### src/rtl/trigger_responder_pkg.sv
// rtl/trigger_responder_pkg.sv - shared state encoding and default constants for the trigger responder
package trigger_responder_pkg;

  typedef enum logic [1:0] {
    S_IDLE     = 2'b00,
    S_DRIVE    = 2'b01,
    S_COOLDOWN = 2'b10
  } state_t;

  localparam int PULSE_LEN_DEF = 8;
  localparam int COOLDOWN_DEF  = 4;
  localparam int CNT_W_DEF     = 8;
  localparam int DUR_W         = 8;

endpackage

### src/rtl/rise_detect.sv
// rtl/rise_detect.sv - one-cycle rising-edge detector on a clock-synchronous level
module rise_detect (
  input  logic clock,
  input  logic reset,
  input  logic level,
  output logic rise
);

  logic history;
  logic armed;

  // armed masks the first edge after reset so a level already high is never taken as an edge
  always_ff @(posedge clock or posedge reset) begin
    if (reset) begin
      history <= 1'b0;
      armed   <= 1'b0;
    end else begin
      history <= level;
      armed   <= 1'b1;
    end
  end

  assign rise = armed & level & ~history;

endmodule

### src/rtl/trigger_responder.sv
// rtl/trigger_responder.sv - trigger-to-actuator pulse sequencer with cooldown, event count and overrun flag
module trigger_responder
  import trigger_responder_pkg::*;
#(
  parameter int PULSE_LEN = PULSE_LEN_DEF,
  parameter int COOLDOWN  = COOLDOWN_DEF,
  parameter int CNT_W     = CNT_W_DEF
) (
  input  logic             clock,
  input  logic             reset,
  input  logic             gatilho,
  input  logic             enable,
  input  logic             clr_overrun,
  output logic             acionar,
  output logic             busy,
  output logic             ack,
  output logic [CNT_W-1:0] evento_count,
  output logic             overrun
);

  localparam logic [DUR_W-1:0] PULSE_TERM = DUR_W'(PULSE_LEN);
  localparam logic [DUR_W-1:0] COOL_TERM  = DUR_W'(COOLDOWN);
  localparam logic [CNT_W-1:0] CNT_MAX    = '1;

  state_t           state, state_next;
  logic [DUR_W-1:0] dur, dur_next;
  logic             trig;
  logic             trig_en;
  logic             accept;
  logic             drop;

  rise_detect u_rise_detect (
    .clock (clock),
    .reset (reset),
    .level (gatilho),
    .rise  (trig)
  );

  assign trig_en = trig & enable;

  // dur counts 1..TERM inside a state so the cycles spent there equal the parameter
  always_comb begin
    state_next = state;
    dur_next   = dur;
    accept     = 1'b0;
    drop       = 1'b0;
    case (state)
      S_IDLE: begin
        if (trig_en) begin
          accept     = 1'b1;
          state_next = S_DRIVE;
          dur_next   = DUR_W'(1);
        end
      end
      S_DRIVE: begin
        drop = trig_en;
        if (dur == PULSE_TERM) begin
          state_next = S_COOLDOWN;
          dur_next   = DUR_W'(1);
        end else begin
          dur_next = dur + DUR_W'(1);
        end
      end
      S_COOLDOWN: begin
        drop = trig_en;
        if (dur == COOL_TERM) begin
          state_next = S_IDLE;
          dur_next   = '0;
        end else begin
          dur_next = dur + DUR_W'(1);
        end
      end
      default: begin
        state_next = S_IDLE;
        dur_next   = '0;
      end
    endcase
  end

  always_ff @(posedge clock or posedge reset) begin
    if (reset) begin
      state <= S_IDLE;
      dur   <= '0;
    end else begin
      state <= state_next;
      dur   <= dur_next;
    end
  end

  // outputs are flops fed from the next state so they line up with the state register
  always_ff @(posedge clock or posedge reset) begin
    if (reset) begin
      acionar      <= 1'b0;
      busy         <= 1'b0;
      ack          <= 1'b0;
      evento_count <= '0;
      overrun      <= 1'b0;
    end else begin
      acionar <= (state_next == S_DRIVE);
      busy    <= (state_next != S_IDLE);
      ack     <= accept;
      if (accept && (evento_count != CNT_MAX)) begin
        evento_count <= evento_count + CNT_W'(1);
      end
      if (drop) begin
        overrun <= 1'b1;
      end else if (clr_overrun) begin
        overrun <= 1'b0;
      end
    end
  end

endmodule

### config.mk
export PLATFORM = sky130hd
export DESIGN_NAME = trigger_responder
export DESIGN_NICKNAME = d
export VERILOG_FILES = /design/src/rtl/trigger_responder_pkg.sv /design/src/rtl/rise_detect.sv /design/src/rtl/trigger_responder.sv
export SDC_FILE = /design/constraint.sdc
export NUM_CORES = 1
export LEC_CHECK = 0
export ABC_AREA = 1
export BUFFER_PORTS_ARGS = -buffer_cell sky130_fd_sc_hd__buf_2
export CORE_MARGIN = 2
export CORE_UTILIZATION = 45
export CTS_CLUSTER_DIAMETER = 50
export CTS_CLUSTER_SIZE = 30
export DETAILED_ROUTE_END_ITERATION = 8
export SLEW_MARGIN = 20
export SYNTH_ARGS = -nofsm -noshare
export SYNTH_HDL_FRONTEND = slang
export SYNTH_SLANG_ARGS = --single-unit
### constraint.sdc
create_clock -name clock -period 1.94 [get_ports clock]
set_input_delay 0.097 -clock clock [delete_from_list [all_inputs] [get_ports clock]]
set_output_delay 0.097 -clock clock [all_outputs]
set_load 0.05 [all_outputs]
Word level (Yosys, flattened, before mapping)
Cells that the tools add are included.

storage, ports and cells
  register bits after elaboration = 24
  input port bits = 5
  output and inout port bits = 12

cells by class
  add/sub/neg operators = 2
  eq/ne operators = 7
  multiplexer cells = 13
  bitwise gates (word level) = 4
  reductions and logical operators = 5

operators with widths
  kind                                                 number
  two-way mux 8 bit                                    3
  case mux 8 bit (3 select lines)                      1
  adder 8 x 1 -> 8 bit, second input constant          2
  equality test 8 x 3 -> 1 bit, second input constant  1
  equality test 8 x 4 -> 1 bit, second input constant  1
  inequality test 8 bit, second input constant         1
  two-way mux 2 bit                                    3
  case mux 2 bit (3 select lines)                      1
  two-way mux 1 bit                                    5
  equality test 2 x 1 -> 1 bit, second input constant  2
  nonzero test 2 bit                                   2
  AND 1 bit                                            3
  equality test 2 bit, second input constant           1
  logical NOT 2 bit                                    1
  inequality test 2 bit, second input constant         1
  OR reduction 2 bit                                   1
  logical AND 1 bit                                    1
  NOT 1 bit                                            1

Longest topological paths before layout
Gate-level depths: netlist (run 1).

  depth after elaboration = 6
  gate-level depth with buffers = 10

Modules after synthesis
A second synthesis (run 1) with hierarchy kept.

second synthesis, totals
  cell total of the unflattened synthesis = 173
  area, all modules = 1360.1 um^2

modules (own cells, without submodules)
  module             times used  cells each  area each (um^2)  seq. area each (um^2)
  trigger_responder  1           167         1292.5            550.5
  rise_detect        1           6           67.6              50.0

Worst setup path before layout (run 1)
OpenSTA, ideal clock, no wires.

  path kind = register to register
  start = register evento_count[0]
  end = register evento_count[5]
  arrival time = 1.547 ns
  setup slack = 0.317 ns
  stages on the path, launching flop included = 7
  path through = dfrtp_1 -> ha_1 -> nand4_2 -> o21ai_2 -> buf_6 -> nand2_1 -> o21ai_1

between the ends
  cells in the longest elaborated chain, start to end = 2

ends and longest elaborated chain
  element                                                       RTL line                  source
  start: declaration                                            trigger_responder.sv:17   output logic [CNT_W-1:0] evento_count,
  start signal: assignment                                      trigger_responder.sv:103  evento_count <= evento_count + CNT_W'(1);
  branches (longest 2 deep; another with adder 8 x 1 -> 8 bit)  -

Parallel ways; which one is timed is not known.
A chain may end at the register's enable or synchronous reset.

Final worst setup path (run 1)
  start = register evento_count[0]
  end = register evento_count[3]

Same word-level chain as after synthesis.

==> results of run 1 <==
path summary, 6_finish.rpt:
| path | end | slack [ps] |
|---|---|---|
| worst max-delay path | evento_count[3] | 300 |
| worst min-delay path | overrun | 130 |
| worst max register to register | evento_count[3] | 300 |
| worst min register to register | overrun | 550 |
| max in group asynchronous | evento_count[4] | 1350 |
| min in group asynchronous | u_rise_detect.history | 360 |
worst max-delay path: stages, from the launching register on:
cell	delay [ps]
dfrtp_1	420
ha_1	240
nand4_2	150
o21ai_2	400
inv_1	170
nand3_1	100
nand2_1	50
cells by family (layout without fill, tap and decap cells):
logic type | Yosys count | in the layout | share of synthesized area (%)
AND/OR/NAND/NOR | 89 | 89 | 29.1
buffers and inverters | 25 | 48 | 7.49
flip-flops | 24 | 24 | 44.4
AO/OA/AOI/OAI | 15 | 15 | 7.76
adder cells (fa/ha/maj) | 7 | 7 | 6.47
XOR/XNOR | 7 | 7 | 4.53
other | 1 | 1 | 0.277
flip-flops by register name, summed over array words and instances, names as in the netlist:
name                   flops
u_rise_detect.armed        1
u_rise_detect.history      1
busy                       1
overrun                    1
ack                        1
state                      2
evento_count               8
dur                        8
acionar                    1
per-layer routing:
metal,GRT usage (%),wire [um],share of wire (%)
met5,0,0,0
met1,23.9,1190,48
met2,29.2,1210,49
met4,6.82,17,0.69
met3,1.98,57,2.3
power by group through the flow:
stage | Clock (uW) | Combinational [uW] | Sequential, uW
after global routing | 387 | 672 | 681
after global placement | 0 | 596 | 670
after detailed placement | 0 | 600 | 676
final | 357 | 602 | 663
after CTS | 371 | 608 | 665
after floorplan | 0 | 305 | 836
cell type report:
class	count	share of cell area, %
Clock buffer	3	1.45
Clock inverter	1	1.94
Inverter	24	5.81
Multi-Input combinational cell	119	42.0
Sequential cell	24	38.7
Tap cell	31	2.50
Timing Repair Buffer	20	7.58
per-stage QoR:
step           utilization (%)  cell area (sq um)  hold WS [ps]  std cells  power, uW
5_1_grt                   55.3               1550           174        222       1740
6_report                  55.3               1550           132        222       1620
2_1_floorplan                -               1350           112        168       1140
3_5_place_dp              52.4               1470           160        215       1280
4_1_cts                   55.3               1550           123        222       1640
3_3_place_gp              52.4               1470           151        215       1270
what timing repair did:
| action | 4_1_cts | 5_1_grt |
|---|---|---|
| hold endpoints to repair | 26 | 0 |
| hold buffers | 3 | 0 |
| setup buffers | 0 | 0 |
cell usage in the layout, fill, tap and decap left out:
| cell | n |
|---|---|
| nand2_1 | 50 |
| nor2_1 | 14 |
| nand2_4 | 1 |
| inv_2 | 2 |
| o21ai_2 | 3 |
| conb_1 | 1 |
| o21ai_1 | 4 |
| nor2_2 | 3 |
| nor3_1 | 2 |
| o21a_1 | 1 |
| o21bai_1 | 2 |
| nand3_1 | 13 |
| buf_2 | 16 |
| ha_1 | 7 |
| nor2_4 | 1 |
| nand2_2 | 2 |
| nand4_2 | 1 |
| xnor2_1 | 4 |
| xor2_1 | 3 |
| clkbuf_4 | 3 |
| a21oi_4 | 1 |
| inv_1 | 22 |
| o21ai_0 | 4 |
| dlygate4sd3_1 | 3 |
| dfrtp_1 | 24 |
| nand4_1 | 2 |
| buf_4 | 1 |
| bufinv_16 | 1 |
==> flow_summary_export.csv, run 1 <==
group,metric,value,unit
floorplan,die_x,58.9,um
worst_setup_path,cp-startpoint,"evento_count[0]",
synth,synthDominantCellAreaShare,44.4,%
timing,max_freq,609,MHz
synth,syn-cell-area,1350,sq um
global_routing,grt_pass1_wl,4690,um
status,status,"finished, final reports clean",
routing,num_vias,1082,
clock_network,clockBufferDepth,2,
global_routing,gr-usage-all-layers,17.7,%
clock_network,cts_tree,"done",
global_routing,grt_pass1_vias,1063,
worst_hold_path,holdCritPathClass,"in2reg",
power,p_clk_share,22.0,%
power,powerDensity,1050,nW/um^2
worst_setup_path,end_kind,"register",
place,globalplace.congestion,0.864,
synth,ys.flop_type,"dfrtp_1",
routing,dr.first_iter.drc_count,59,
synth,post-synth-top-count-cell,"nand2_1",
floorplan,num_rows,19,
timing,finalHoldViolations,0,
power,power_leakage,0.000837,uW
cells_and_area,diodes,0,
routing,finalWirelength,2480,um
timing,fin_crit_sh,84.7,%
timing,min_period,1640,ps
worst_setup_path,cp.arrival,1850,ps
routing,first_pass_iters,4,
worst_hold_path,hold_path_depth,5,
timing,drv_slew,0,
worst_setup_path,worstReg2RegStart,"evento_count[0]",
synth,yosys_warnings,0,
global_routing,grt-ovfl-total,0,
cells_and_area,area_delta_synth_final,14.6,%
synth,yosys-top-cells-area,"dfrtp_1 44%, nand2_1 14%, ha_1 6.5%",
floorplan,start_util,48.3,%
timing,fin_ws,297,ps
synth,ys_seq_elements,24,
clock_network,htree_levels,1,
power,power_switching,655,uW
power,combPwrFrac,37.1,%
run,cap_violations,0,
power,power_frac_seq,40.9,%
timing,skew,1.87,ps
routing,wire_per_inst,11.1,um
floorplan,die_h,58.9,um
power,p_int,967,uW
floorplan,die-area,3460,sq um
synth,syn_nets,180,
cells_and_area,regArea,601,sq um
clock_network,cts.clk_slew.worst_paths,130,ps
worst_hold_path,hold_start,"enable",
worst_setup_path,cp-start-kind,"register",
power,ir_worst_vdd,0.000640,V
worst_setup_path,required,2150,ps
synth,ys_seq_area_share,44.4,%
clock_network,cts_sinks,24,
power,sw_frac_of_total,40.4,%
floorplan,core,2810,sq um
synth,synth-edff-count,0,
synth,syn_avg_cell_area,8.06,sq um
clock_network,clockRootBuffer,"clkbuf_4",
cells_and_area,multiInputGateArea,652,sq um
worst_setup_path,critPathMaxFanout,12,
routing,drc,0,
global_routing,grt_max_degree,25,
global_routing,antenna_found_initial,0,
floorplan,pin_count,17,
timing,tns,0,ps
routing,ant_nets,0,
place,place_hpwl,1950,um
cells_and_area,finalNetCount,204,
worst_setup_path,reg2reg_depth,6,
cells_and_area,layout-drive-gt1-share,18.3,%
synth,ys_top_cells_by_count,"50 x nand2_1, 24 x dfrtp_1, 22 x inv_1, 14 x nor2_1, 13 x nand3_1",
clock_network,cts.repair.resized,0,
place,io_buffers,16,
synth,synth_async_sr_flop_share,100,%
synth,synth_cell_types,24,
synth,yosysTopAreaCell,"dfrtp_1",
timing,rsz0062_at_grt,"false",
worst_setup_path,worstSetupPathType,"reg2reg",
clock_network,cts_buffers,3,
cells_and_area,num-fill-cells,274,
clock_network,clock_latency,310,ps
timing,setup_violations,0,
synth,syn-instance-count,168,
routing,vias_per_cell,4.87,
place,dp_slack,318,ps
No activity file was read; power rests on OpenSTA's default activity.
==> run 2, diff against run 1 <==
--- a/config.mk
+++ b/config.mk
@@ -12,6 +12,7 @@
 export CTS_CLUSTER_DIAMETER = 50
 export CTS_CLUSTER_SIZE = 30
 export DETAILED_ROUTE_END_ITERATION = 8
+export PLACE_DENSITY = 0.67
 export SLEW_MARGIN = 20
 export SYNTH_ARGS = -nofsm -noshare
 export SYNTH_HDL_FRONTEND = slang
==> constraint.sdc (replaced) <==
create_clock -name clock -period 1.4 [get_ports clock]
set_input_delay 0.07 -clock clock [delete_from_list [all_inputs] [get_ports clock]]
set_output_delay 0.07 -clock clock [all_outputs]
set_load 0.05 [all_outputs]
==> flow_summary_export.csv, run 2 (synthesis gave the netlist of run 1 again) <==
group,metric,value,unit
routing,vias_per_cell,5.03,
routing,first_pass_iters,4,
routing,ant_nets,0,
clock_network,cts_buffers,3,
routing,num_vias,1192,
clock_network,cts.clk_slew.worst_paths,130,ps
timing,finalHoldViolations,0,
global_routing,grt_pass1_vias,1200,
timing,min_period,1430,ps
global_routing,gr-usage-all-layers,19.6,%
worst_setup_path,cp-start-kind,"register",
timing,max_freq,699,MHz
cells_and_area,area_delta_synth_final,32.3,%
worst_setup_path,required,1610,ps
worst_hold_path,holdCritPathClass,"in2reg",
floorplan,start_util,48.3,%
worst_setup_path,critPathMaxFanout,5,
clock_network,htree_levels,1,
routing,drc,0,
cells_and_area,layout-drive-gt1-share,34.5,%
place,place_hpwl,2160,um
routing,finalWirelength,3030,um
worst_setup_path,cp_slowest_cell,"dfrtp_1",
timing,fin_crit_sh,102,%
global_routing,antenna_found_initial,0,
global_routing,grt-ovfl-total,0,
floorplan,pin_count,17,
timing,fin_ws,-30.4,ps
clock_network,clockRootBuffer,"clkbuf_4",
worst_setup_path,critPathMaxStageDelay,410,ps
worst_setup_path,cp.arrival,1640,ps
global_routing,grt_max_degree,16,
routing,dr.first_iter.drc_count,73,
cells_and_area,finalNetCount,219,
cells_and_area,mostFrequentLayoutCells,"50 x nand2_1, 19 x dfrtp_1, 17 x inv_1",
routing,wire_per_inst,12.8,um
status,status,"finished with violations",
clock_network,cts_tree,"done",
status,violations,"negative setup slack",
floorplan,die_x,58.9,um
power,powerDensity,1380,nW/um^2
timing,drv_slew,0,
timing,skew,8.19,ps
power,total_power,2470,uW
place,globalplace.congestion,0.881,
worst_setup_path,worstSetupPathType,"reg2reg",
floorplan,die_h,58.9,um
worst_setup_path,end_kind,"register",
timing,tns,-126,ps
cells_and_area,final_common_cell,"nand2_1",
floorplan,num_rows,19,
floorplan,core,2810,sq um
global_routing,grt_pass1_wl,5150,um
cells_and_area,diodes,0,
cells_and_area,top_regs,"dur x8, evento_count x8, state x2",
timing,setup_violations,6,
place,io_buffers,16,
worst_setup_path,path_cells,"inv_2 > ha_4 > nand3_2 > o21ai_2 > nand2_2 > a21oi_4 > nor2_1",
floorplan,die-area,3460,sq um
power,power_leakage,0.000910,uW
clock_network,clockBufferDepth,2,
clock_network,clock_latency,310,ps
run,cap_violations,0,
cells_and_area,final_util,63.8,%
power,ir_worst_vdd,0.00116,V
clock_network,cts_sinks,24,
timing,rsz0062_at_grt,"true",
-- run 2: cell type report --
type / instances / area [sq um]
clock buffer: 4 / 36.3
inverter: 24 / 95.1
fill: 229 / 1010
timing repair buffer: 35 / 246
sequential: 24 / 607
tap: 31 / 38.8
multi-input combinational: 119 / 767
-- run 2: per-layer routing --
metal	GRT usage [%]	part of all wire [%]	wire (um)	vias to the layer above
met5	0	0	0	-
met4	9.74	2.5	75	0
met3	2.20	3.0	91	7
met2	31.4	50	1500	23
met1	26.3	45	1360	565
li1	-	-	-	597
-- run 2: stage by stage --
stage | cell area, sq um | cells | hold WS, ps | setup slack (ps)
final | 1790 | 237 | 152 | -30.4
after global routing | 1790 | 237 | 164 | -131
after CTS | 1680 | 236 | 92.3 | 5.73
after detailed placement | 1610 | 229 | 94.1 | 18.7
after global placement | 1610 | 229 | 76.2 | 32.6
after floorplan | 1370 | 168 | 84.3 | 6.07
-- run 2: worst max-delay path: cells and delay by family (launching register included) --
family / cells / cell delay, ps
AO/OA/AOI/OAI: 2 / 400
adder cells (fa/ha/maj): 1 / 160
buffers and inverters: 1 / 80
flip-flops: 1 / 410
AND/OR/NAND/NOR: 3 / 280
-- run 2: report_power, final --
group	total, uW	leakage [uW]	internal, uW	switching (uW)
clock	361	0.0000210	159	202
combinational	1170	0.000575	444	730
sequential	933	0.000314	818	116
-- run 2: path summary, 6_finish.rpt --
path	from	to	slack, ps	depth (start not counted)
min in group asynchronous	reset	u_rise_detect.armed	280	3
hold / removal	enable	overrun	150	5
setup reg to reg	dur[1]	dur[2]	-30	7
max in group asynchronous	reset	evento_count[2]	680	4
hold reg to reg	overrun	overrun	560	2
setup / recovery	dur[1]	dur[2]	-30	7
-- run 2: timing repair --
item                       in CTS  in global routing
setup endpoints to repair       6                 20
resized for setup               2                 24
cloned                          0                  0
hold buffers                    3                  0
pin swaps                       1                  7
setup buffers                   0                  1
hold endpoints to repair       11                  0
==> run 3, diff against run 2 <==
--- a/config.mk
+++ b/config.mk
@@ -7,6 +7,7 @@
 export LEC_CHECK = 0
 export ABC_AREA = 1
 export BUFFER_PORTS_ARGS = -buffer_cell sky130_fd_sc_hd__buf_2
+export CORE_ASPECT_RATIO = 1.5
 export CORE_MARGIN = 2
 export CORE_UTILIZATION = 45
 export CTS_CLUSTER_DIAMETER = 50
==> flow_summary_export.csv, run 3 (synthesis gave the netlist of run 1 again) <==
group,metric,value,unit
global_routing,antenna_found_initial,0,
global_routing,grt_pass1_wl,5110,um
power,ir_worst_vdd,0.00121,V
routing,vias_per_cell,4.82,
place,dp_cells,235,
global_routing,grt-ovfl-total,0,
routing,drc,0,
timing,skew,1.50,ps
place,place_hpwl,2230,um
routing,num_vias,1181,
global_routing,grt_max_degree,17,
timing,tns,0,ps
power,power_leakage,0.000911,uW
timing,max_freq,736,MHz
cells_and_area,final_util,61.7,%
power,total_power,2490,uW
worst_setup_path,cp_slowest_cell,"dfrtp_1",
floorplan,pin_count,17,
timing,fin_crit_sh,97.1,%
cells_and_area,final_common_cell,"nand2_1",
clock_network,cts_buffers,3,
cells_and_area,finalNetCount,219,
worst_setup_path,critPathMaxFanout,5,
global_routing,grt_use_met2,38.2,%
timing,finalHoldViolations,0,
routing,finalWirelength,2870,um
worst_hold_path,hold_start,"enable",
worst_hold_path,holdCritPathClass,"in2reg",
global_routing,busiest_layer,"met2",
worst_setup_path,cp.arrival,1510,ps
worst_setup_path,critPathMaxStageDelay,390,ps
routing,first_pass_iters,4,
routing,ant_nets,0,
worst_setup_path,worstSetupPathType,"reg2reg",
run,cap_violations,0,
power,powerDensity,1400,nW/um^2
worst_setup_path,path_cells,"inv_2 > ha_4 > nand3_2 > o21ai_2 > nand2_2 > a21oi_4 > nor2_1",
timing,rsz0062_at_grt,"true",
timing,drv_slew,0,
worst_setup_path,cp-startpoint,"dur[0]",
timing,setup_violations,0,
clock_network,cts_tree,"done",
worst_setup_path,worstReg2RegStart,"dur[0]",
global_routing,grt_pass1_vias,1279,
cells_and_area,regArea,607,sq um
clock_network,cts.clk_slew.worst_paths,80,ps
cells_and_area,top_regs,"dur x8, evento_count x8, state x2",
cells_and_area,num-fill-cells,278,
floorplan,die_h,71.2,um
global_routing,grtUsageMet3,1.27,%
global_routing,use_met1,19.3,%
worst_setup_path,cp-start-kind,"register",
cells_and_area,multiInputGateArea,743,sq um
clock_network,clock_latency,260,ps
floorplan,start_util,47.0,%
worst_setup_path,required,1550,ps
cells_and_area,fin_cells,245,
routing,wire_per_inst,11.7,um
clock_network,cts_sinks,24,
cells_and_area,final_cell_area,1780,sq um
worst_setup_path,cp_top_family,"flip-flops",
routing,dr.first_iter.drc_count,29,
status,status,"finished, final reports clean",
cells_and_area,area_delta_synth_final,31.4,%
floorplan,die_x,48.8,um
floorplan,core,2880,sq um
global_routing,gr-usage-all-layers,18.7,%
timing,min_period,1360,ps
floorplan,num_rows,24,
place,globalplace.congestion,0.833,
cells_and_area,mostFrequentLayoutCells,"50 x nand2_1, 19 x dfrtp_1, 16 x buf_2",
place,placed_cell_area,1600,sq um
cells_and_area,layout-drive-gt1-share,35.0,%
worst_setup_path,end_kind,"register",
floorplan,die-area,3470,sq um
clock_network,clockBufferDepth,2,
clock_network,htree_levels,1,
cells_and_area,diodes,0,
clock_network,clockRootBuffer,"clkbuf_8",
place,io_buffers,16,
worst_setup_path,path_buf_inv,1,
-- run 3: cell types whose count changed in the layout (fill, tap and decap cells not counted), moves of 2 or more --
cell and change:
clkbuf_4 -3, clkbuf_8 +2, inv_1 -2, inv_2 +2
o21ai_0 -2, o21ai_1 +2
-- run 3: per-stage QoR --
step	hold slack [ps]	setup slack [ps]
floorplan	84.3	6.07
detailed placement	61.8	-0.694
finish	171	40.6
CTS	162	-7.23
global placement	50.8	43.4
global route	185	-56.9
-- run 3: worst paths after layout --
check                                        endpoint  slack [ps]  cells after the start
worst min-delay path                          overrun         170                      5
min in group asynchronous       u_rise_detect.history         340                      3
worst max register to register                 dur[7]          40                      7
max in group asynchronous             evento_count[4]         640                      4
worst min register to register                overrun         530                      2
worst max-delay path                           dur[7]          40                      7
-- run 3: tightest hold or removal path: stages --
cell	delay, ps
buf_2	90
inv_1	50
nor2_2	50
nand3_1	60
o21ai_0	70
-- run 3: cell type report --
type	count	area share, %
inverter	24	5.20
multi-input combinational	119	41.8
clock buffer	4	2.53
tap	39	2.74
sequential	24	34.1
timing repair buffer	35	13.6
-- run 3: power by group --
| part | internal [uW] | total, uW | switching [uW] |
|---|---|---|---|
| sequential | 818 | 921 | 103 |
| combinational | 442 | 1160 | 716 |
| clock | 203 | 409 | 206 |
| total | 1460 | 2490 | 1030 |
-- run 3: repair_timing --
item,CTS,global route
pin swaps,8,6
hold endpoints to repair,10,0
hold buffers,3,0
gates resized for setup,3,22
setup endpoints to repair,5,18
buffers inserted,0,3
gates cloned,0,0
-- run 3: per-layer routing --
layer / vias up / part of all wire (%)
met5: - / 0
met4: 0 / 1.3
met3: 4 / 2.1
met2: 19 / 57
met1: 560 / 39
li1: 598 / -
